--- src/rtl/fec_pkg.sv ---
// Shared types and constants for the frame serializer.
// Holds the FSM state type and the frame format word counts.
package fec_pkg;

  typedef enum logic [1:0] {
    ST_IDLE,
    ST_START,
    ST_DATA,
    ST_STOP
  } ser_state_e;

  localparam int FMT0_WORDS       = 8;
  localparam int FMT1_WORDS       = 4;
  localparam int DEF_CLKS_PER_BIT = 16;

endpackage

--- src/rtl/frame_serializer_bit_timer.sv ---
// Bit-period timer: counts CLKS_PER_BIT cycles per line bit.
// tick marks the last cycle of each period; restart holds it at zero.
module bit_timer
  import fec_pkg::*;
#(
  parameter int CLKS_PER_BIT = DEF_CLKS_PER_BIT
) (
  input  logic clk,
  input  logic rst,
  input  logic restart,
  output logic tick
);

  localparam int CW = (CLKS_PER_BIT > 1) ? $clog2(CLKS_PER_BIT) : 1;
  localparam logic [CW-1:0] CNT_LAST = CW'(CLKS_PER_BIT - 1);

  logic [CW-1:0] cnt_q, cnt_d;

  assign tick = (cnt_q == CNT_LAST) & ~restart;

  // Next count: wrap to zero at the end of a period or on restart
  always_comb begin
    cnt_d = cnt_q + CW'(1);
    if (restart || tick) begin
      cnt_d = '0;
    end
  end

  // Counter register
  always_ff @(posedge clk or posedge rst) begin
    if (rst) begin
      cnt_q <= '0;
    end else begin
      cnt_q <= cnt_d;
    end
  end

endmodule

--- src/rtl/frame_serializer.sv ---
// Frame serializer: sends N words as start/data(LSB first)/stop bits.
// N is 4 for the short format, DATA_DEPTH otherwise; tx_out is registered.
module frame_serializer
  import fec_pkg::*;
#(
  parameter int DATA_WIDTH   = 10,
  parameter int DATA_DEPTH   = FMT0_WORDS,
  parameter int CLKS_PER_BIT = DEF_CLKS_PER_BIT
) (
  input  logic                                 clk,
  input  logic                                 rst,
  input  logic [DATA_DEPTH-1:0][DATA_WIDTH-1:0] par_in,
  input  logic                                 enc_used,
  input  logic                                 load_valid,
  output logic                                 load_ready,
  output logic                                 tx_out,
  output logic                                 busy,
  output logic                                 frame_done
);

  localparam int WI_W = (DATA_DEPTH > 1) ? $clog2(DATA_DEPTH) : 1;
  localparam int BI_W = (DATA_WIDTH > 1) ? $clog2(DATA_WIDTH) : 1;
  localparam logic [WI_W-1:0] LAST_W0 = WI_W'(DATA_DEPTH - 1);
  localparam logic [WI_W-1:0] LAST_W1 = WI_W'(FMT1_WORDS - 1);
  localparam logic [BI_W-1:0] LAST_B  = BI_W'(DATA_WIDTH - 1);

  ser_state_e state_q, state_d;

  logic [WI_W-1:0] word_q, word_d;
  logic [BI_W-1:0] bit_q, bit_d;
  logic [DATA_DEPTH-1:0][DATA_WIDTH-1:0] buf_q, buf_d;
  logic enc_q, enc_d;
  logic tx_q, tx_d;
  logic tick, restart, accept, last_word, last_bit;

  assign restart   = (state_q == ST_IDLE);
  assign accept    = load_valid & (state_q == ST_IDLE);
  assign last_word = enc_q ? (word_q == LAST_W1) : (word_q == LAST_W0);
  assign last_bit  = (bit_q == LAST_B);
  assign tx_out    = tx_q;

  bit_timer #(
    .CLKS_PER_BIT(CLKS_PER_BIT)
  ) u_bit_timer (
    .clk    (clk),
    .rst    (rst),
    .restart(restart),
    .tick   (tick)
  );

  // State register
  always_ff @(posedge clk or posedge rst) begin
    if (rst) begin
      state_q <= ST_IDLE;
    end else begin
      state_q <= state_d;
    end
  end

  // Next-state logic: advance on bit-period ticks
  always_comb begin
    state_d = state_q;
    unique case (state_q)
      ST_IDLE:  if (accept) state_d = ST_START;
      ST_START: if (tick) state_d = ST_DATA;
      ST_DATA:  if (tick && last_bit) state_d = ST_STOP;
      ST_STOP:  if (tick) state_d = last_word ? ST_IDLE : ST_START;
    endcase
  end

  // Datapath next values; tx_d looks ahead so the line moves with state
  always_comb begin
    word_d = word_q;
    bit_d  = bit_q;
    buf_d  = buf_q;
    enc_d  = enc_q;
    if (accept) begin
      buf_d  = par_in;
      enc_d  = enc_used;
      word_d = '0;
      bit_d  = '0;
    end
    if (tick) begin
      unique case (state_q)
        ST_DATA: bit_d = last_bit ? '0 : bit_q + BI_W'(1);
        ST_STOP: begin
          word_d = last_word ? '0 : word_q + WI_W'(1);
          bit_d  = '0;
        end
        default: bit_d = '0;
      endcase
    end
    unique case (state_d)
      ST_START: tx_d = 1'b0;
      ST_DATA:  tx_d = buf_q[word_d][bit_d];
      default:  tx_d = 1'b1;
    endcase
  end

  // Datapath registers; line idles high
  always_ff @(posedge clk or posedge rst) begin
    if (rst) begin
      word_q <= '0;
      bit_q  <= '0;
      buf_q  <= '0;
      enc_q  <= 1'b0;
      tx_q   <= 1'b1;
    end else begin
      word_q <= word_d;
      bit_q  <= bit_d;
      buf_q  <= buf_d;
      enc_q  <= enc_d;
      tx_q   <= tx_d;
    end
  end

  // Status outputs decoded from the current state
  always_comb begin
    load_ready = (state_q == ST_IDLE);
    busy       = (state_q != ST_IDLE);
    frame_done = (state_q == ST_STOP) & tick & last_word;
  end

endmodule

--- config.mk ---
export PLATFORM = sky130hd
export DESIGN_NAME = frame_serializer
export DESIGN_NICKNAME = d
export VERILOG_FILES = /design/src/rtl/fec_pkg.sv /design/src/rtl/frame_serializer_bit_timer.sv /design/src/rtl/frame_serializer.sv
export SDC_FILE = /design/constraint.sdc
export NUM_CORES = 1
export LEC_CHECK = 0
export BUFFER_PORTS_ARGS = -buffer_cell sky130_fd_sc_hd__buf_4
export CAP_MARGIN = 20
export CORE_ASPECT_RATIO = 1.25
export CORE_MARGIN = 2
export CORE_UTILIZATION = 40
export DETAILED_ROUTE_END_ITERATION = 7
export GPL_TIMING_DRIVEN = 0
export PLACE_DENSITY = 0.7
export SETUP_SLACK_MARGIN = 0.15
export SLEW_MARGIN = 20
export SYNTH_ARGS = -nofsm -noshare
export SYNTH_HDL_FRONTEND = slang
export SYNTH_SLANG_ARGS = --single-unit
--- constraint.sdc ---
create_clock -name clk -period 3.25 [get_ports clk]
set_input_delay 0.1625 -clock clk [delete_from_list [all_inputs] [get_ports clk]]
set_output_delay 0.1625 -clock clk [all_outputs]
set_load 0.01 [all_outputs]
==> results.py <==
metrics = {
    "floorplan": {
        "die_area_sq_um": 12660,
        "rows": 44,
        "coreArea_sq_um": 11560,
        "die_w_um": 101.1,
        "die_h_um": 125.3,
        "pin_count": 88,
        "start_util_pct": 40.74,
    },
    "setup_path": {
        "crit_required_ns": 3.51,
        "path_max_fanout": 10,
        "startpoint_type": "flip-flop",
        "path_class": "reg -> reg",
        "crit_path_end_kind": "flip-flop",
        "cp.arrival_ns": 3.08,
    },
    "status": {
        "status": "completed",
    },
    "drt": {
        "post_drt_wl_per_cell_um": 16.27,
        "post_drt_via_cell_ratio": 5.202,
        "ant_nets": 0,
        "drt_wl_total_mm": 12.91,
        "num_vias": 4125,
        "drt-initial-drc-count": 300,
        "drc": 0,
        "first_pass_iters": 5,
    },
    "timing": {
        "tightest_slew_ns": 0.8631,
        "fmax_mhz": 354.8,
        "tns_ns": 0,
        "slew_viol_final": 0,
        "final_hold_viol_count": 0,
        "setup_violations": 0,
        "finalClockSkew_ns": 0.009740,
        "maxSlewHeadroom_pct": 42.46,
        "layout_min_cycle_time_ns": 2.819,
        "rsz0062_at_grt": "false",
        "fin_crit_sh_pct": 86.73,
    },
    "yosys": {
        "yosysTopAreaCell": "dfrtp_1",
        "ys_warn_count": 0,
        "syn-num-nets": 636,
        "synth.most_common_cell": "nand2_1",
        "yosysTopAreaCellShare_pct": 49.95,
        "synth_cells": 550,
        "synth-async-reset-ratio_pct": 100.0,
        "synthesis.area_sq_um": 4710,
        "yosys.cell_types.count": 61,
        "yosys-top-cells-area": "dfrtp_1 50%, nand2_1 23%, mux2i_1 4.5%",
        "ys.flop_type": "dfrtp_1",
        "yosysSeqAreaShare_pct": 50.50,
        "synth_edf_count": 0,
        "synth_common_cells": "284 x nand2_1, 94 x dfrtp_1, 21 x mux2i_1",
        "ys_ff_latch": 95,
        "synth.avg_cell_area_sq_um": 8.563,
    },
    "power_and_ir_drop": {
        "intPower_mw": 2.028,
        "seq_power_share_pct": 49.3,
        "power.leakage_nw": 3.033,
        "netSwitchingPower_mw": 0.5490,
        "swShare_pct": 21.31,
        "clkPwrFrac_pct": 43.5,
        "power_density_nw_per_um2": 436.7,
        "peakVddDrop_mv": 0.2171,
        "pwr-share-comb_pct": 7.1,
    },
    "clock_tree": {
        "root_buffer": "clkbuf_16",
        "htree_levels": 3,
        "cts_inserted_buffers": 9,
        "cts.sinks": 95,
        "cts_tree": "done",
        "cts_setup_buffers": 0,
        "clk_latency_ns": 0.35,
        "cts.clk_slew.worst_paths_ns": 0.07,
        "clock_path_buffers": 2,
    },
    "place": {
        "numPortBuffers": 87,
        "dp.final_hpwl_mm": 9.867,
        "dp.cells": 776,
        "place.gp.congestion": 0.8925,
    },
    "cells_and_area": {
        "diodes": 0,
        "final_cells": 793,
        "finish.utilization_pct": 51.04,
        "fin_nets": 737,
        "area_growth_pct": 25.29,
        "drive_gt1_share_pct": 20.61,
    },
    "hold_path": {
        "hold_path_class": "in -> reg",
    },
    "global_route": {
        "grt.overflow.total": 0,
        "grt_util_all_layers_pct": 22.14,
        "grt_pass1_wl_mm": 21.60,
        "antenna_found_initial": 0,
        "grt_pass1_vias": 4426,
        "grt_max_degree": 52,
    },
    "flow_run": {
        "drv_cap": 0,
    },
}
## power by group through the flow
stage / logic [mW] / clock network [mW] / registers [mW]
2_1_floorplan: 0.0786 / 0 / 1.28
4_1_cts: 0.188 / 1.13 / 1.27
3_3_place_gp: 0.174 / 0 / 1.29
5_1_grt: 0.210 / 1.19 / 1.28
3_5_place_dp: 0.185 / 0 / 1.29
6_report: 0.184 / 1.12 / 1.27
## worst max-delay path, cell delays in order, from the launching register on
cell,delay [ns]
dfrtp_1,0.38
ha_1,0.26
nand3_2,0.11
buf_6,0.15
nor2_1,0.36
nor2_4,0.11
inv_2,0.20
buf_2,0.27
nand2_1,0.15
o22a_1,0.26
a211oi_1,0.32
a211oi_2,0.07
o211ai_2,0.09
## layout by cell type (no fill, tap or decap), types with 3 or more instances in the layout
cell	synthesis	final
o22a_1	4	4
a21oi_1	4	4
a211oi_1	3	3
o211ai_1	4	4
mux2i_1	21	21
a41oi_1	3	3
mux2_2	4	4
o21ai_0	3	3
nor2b_1	3	3
buf_2	3	3
buf_6	7	7
dfrtp_1	94	94
nor3b_1	3	3
o22ai_1	3	3
and3_1	5	5
buf_4	1	88
clkbuf_1	17	18
clkbuf_16	0	9
nand3_1	6	6
inv_1	7	6
nand4_1	5	5
nor2_1	16	16
clkinv_2	1	3
nand2_1	284	284
xnor2_1	4	4
## sequential cells by signal (all words and copies together) (netlist names)
register,cells
buf_q,80
bit_q,4
u_bit_timer.cnt_q,4
word_q,3
state_q,2
enc_q,1
tx_out,1
## path summary, 6_finish.rpt
check	slack, ns	to	cells past startpoint	from
setup / recovery	0.43	tx_out	12	u_bit_timer.cnt_q[0]
hold / removal	0.001	buf_q[3]	3	par_in[3]
setup reg to reg	0.43	tx_out	12	u_bit_timer.cnt_q[0]
hold reg to reg	0.47	u_bit_timer.cnt_q[0]	1	u_bit_timer.cnt_q[0]
max in group asynchronous	2.29	buf_q[6]	4	rst
min in group asynchronous	0.38	u_bit_timer.cnt_q[0]	3	rst
## timing repair
| action | CTS | global route |
|---|---|---|
| resized for setup | 0 | 0 |
| endpoints found under the hold margin | 44 | 0 |
| hold buffers | 2 | 0 |
## final cells by class
cell class | count | area (sq um)
buffer | 29 | 180.2
tap | 138 | 172.7
timing repair buffer | 90 | 700.7
clock inverter | 4 | 70.07
inverter | 10 | 51.30
multi-input combinational | 416 | 2105
fill | 1095 | 5660
sequential | 95 | 2379
clock buffer | 11 | 242.7
## per-stage QoR
step                setup WS (ns)  total power [mW]  hold WS, ns  area, sq um
floorplan                  0.6121             1.356       0.2679         4710
global placement          -0.4070             1.464       0.3549         5535
detailed placement         0.5056             1.477       0.2090         5568
CTS                        0.4690             2.593   0.00009201         5901
global route               0.2551             2.671     0.005468         5901
finish                     0.4311             2.577     0.001153         5901
## layer usage
layer | track usage [%] | wire, um | up-vias
met1 | 27.01 | 5226 | 1972
li1 | - | - | 1997
met2 | 37.94 | 6523 | 124
met4 | 11.45 | 563 | 0
met3 | 2.515 | 592 | 32
met5 | 0 | 0 | -
## cells by family (layout without fill, tap and decap cells)
family / count (synthesis) / after routing / synth area share, %
buffers and inverters: 39 / 144 / 4.809
flip-flops: 95 / 95 / 50.50
XOR/XNOR: 6 / 6 / 1.116
multiplexers: 26 / 26 / 5.898
adder cells (fa/ha/maj): 2 / 2 / 0.5313
AO/OA/AOI/OAI: 46 / 46 / 8.050
AND/OR/NAND/NOR: 336 / 336 / 29.09
(Power assumes the default switching activity.)
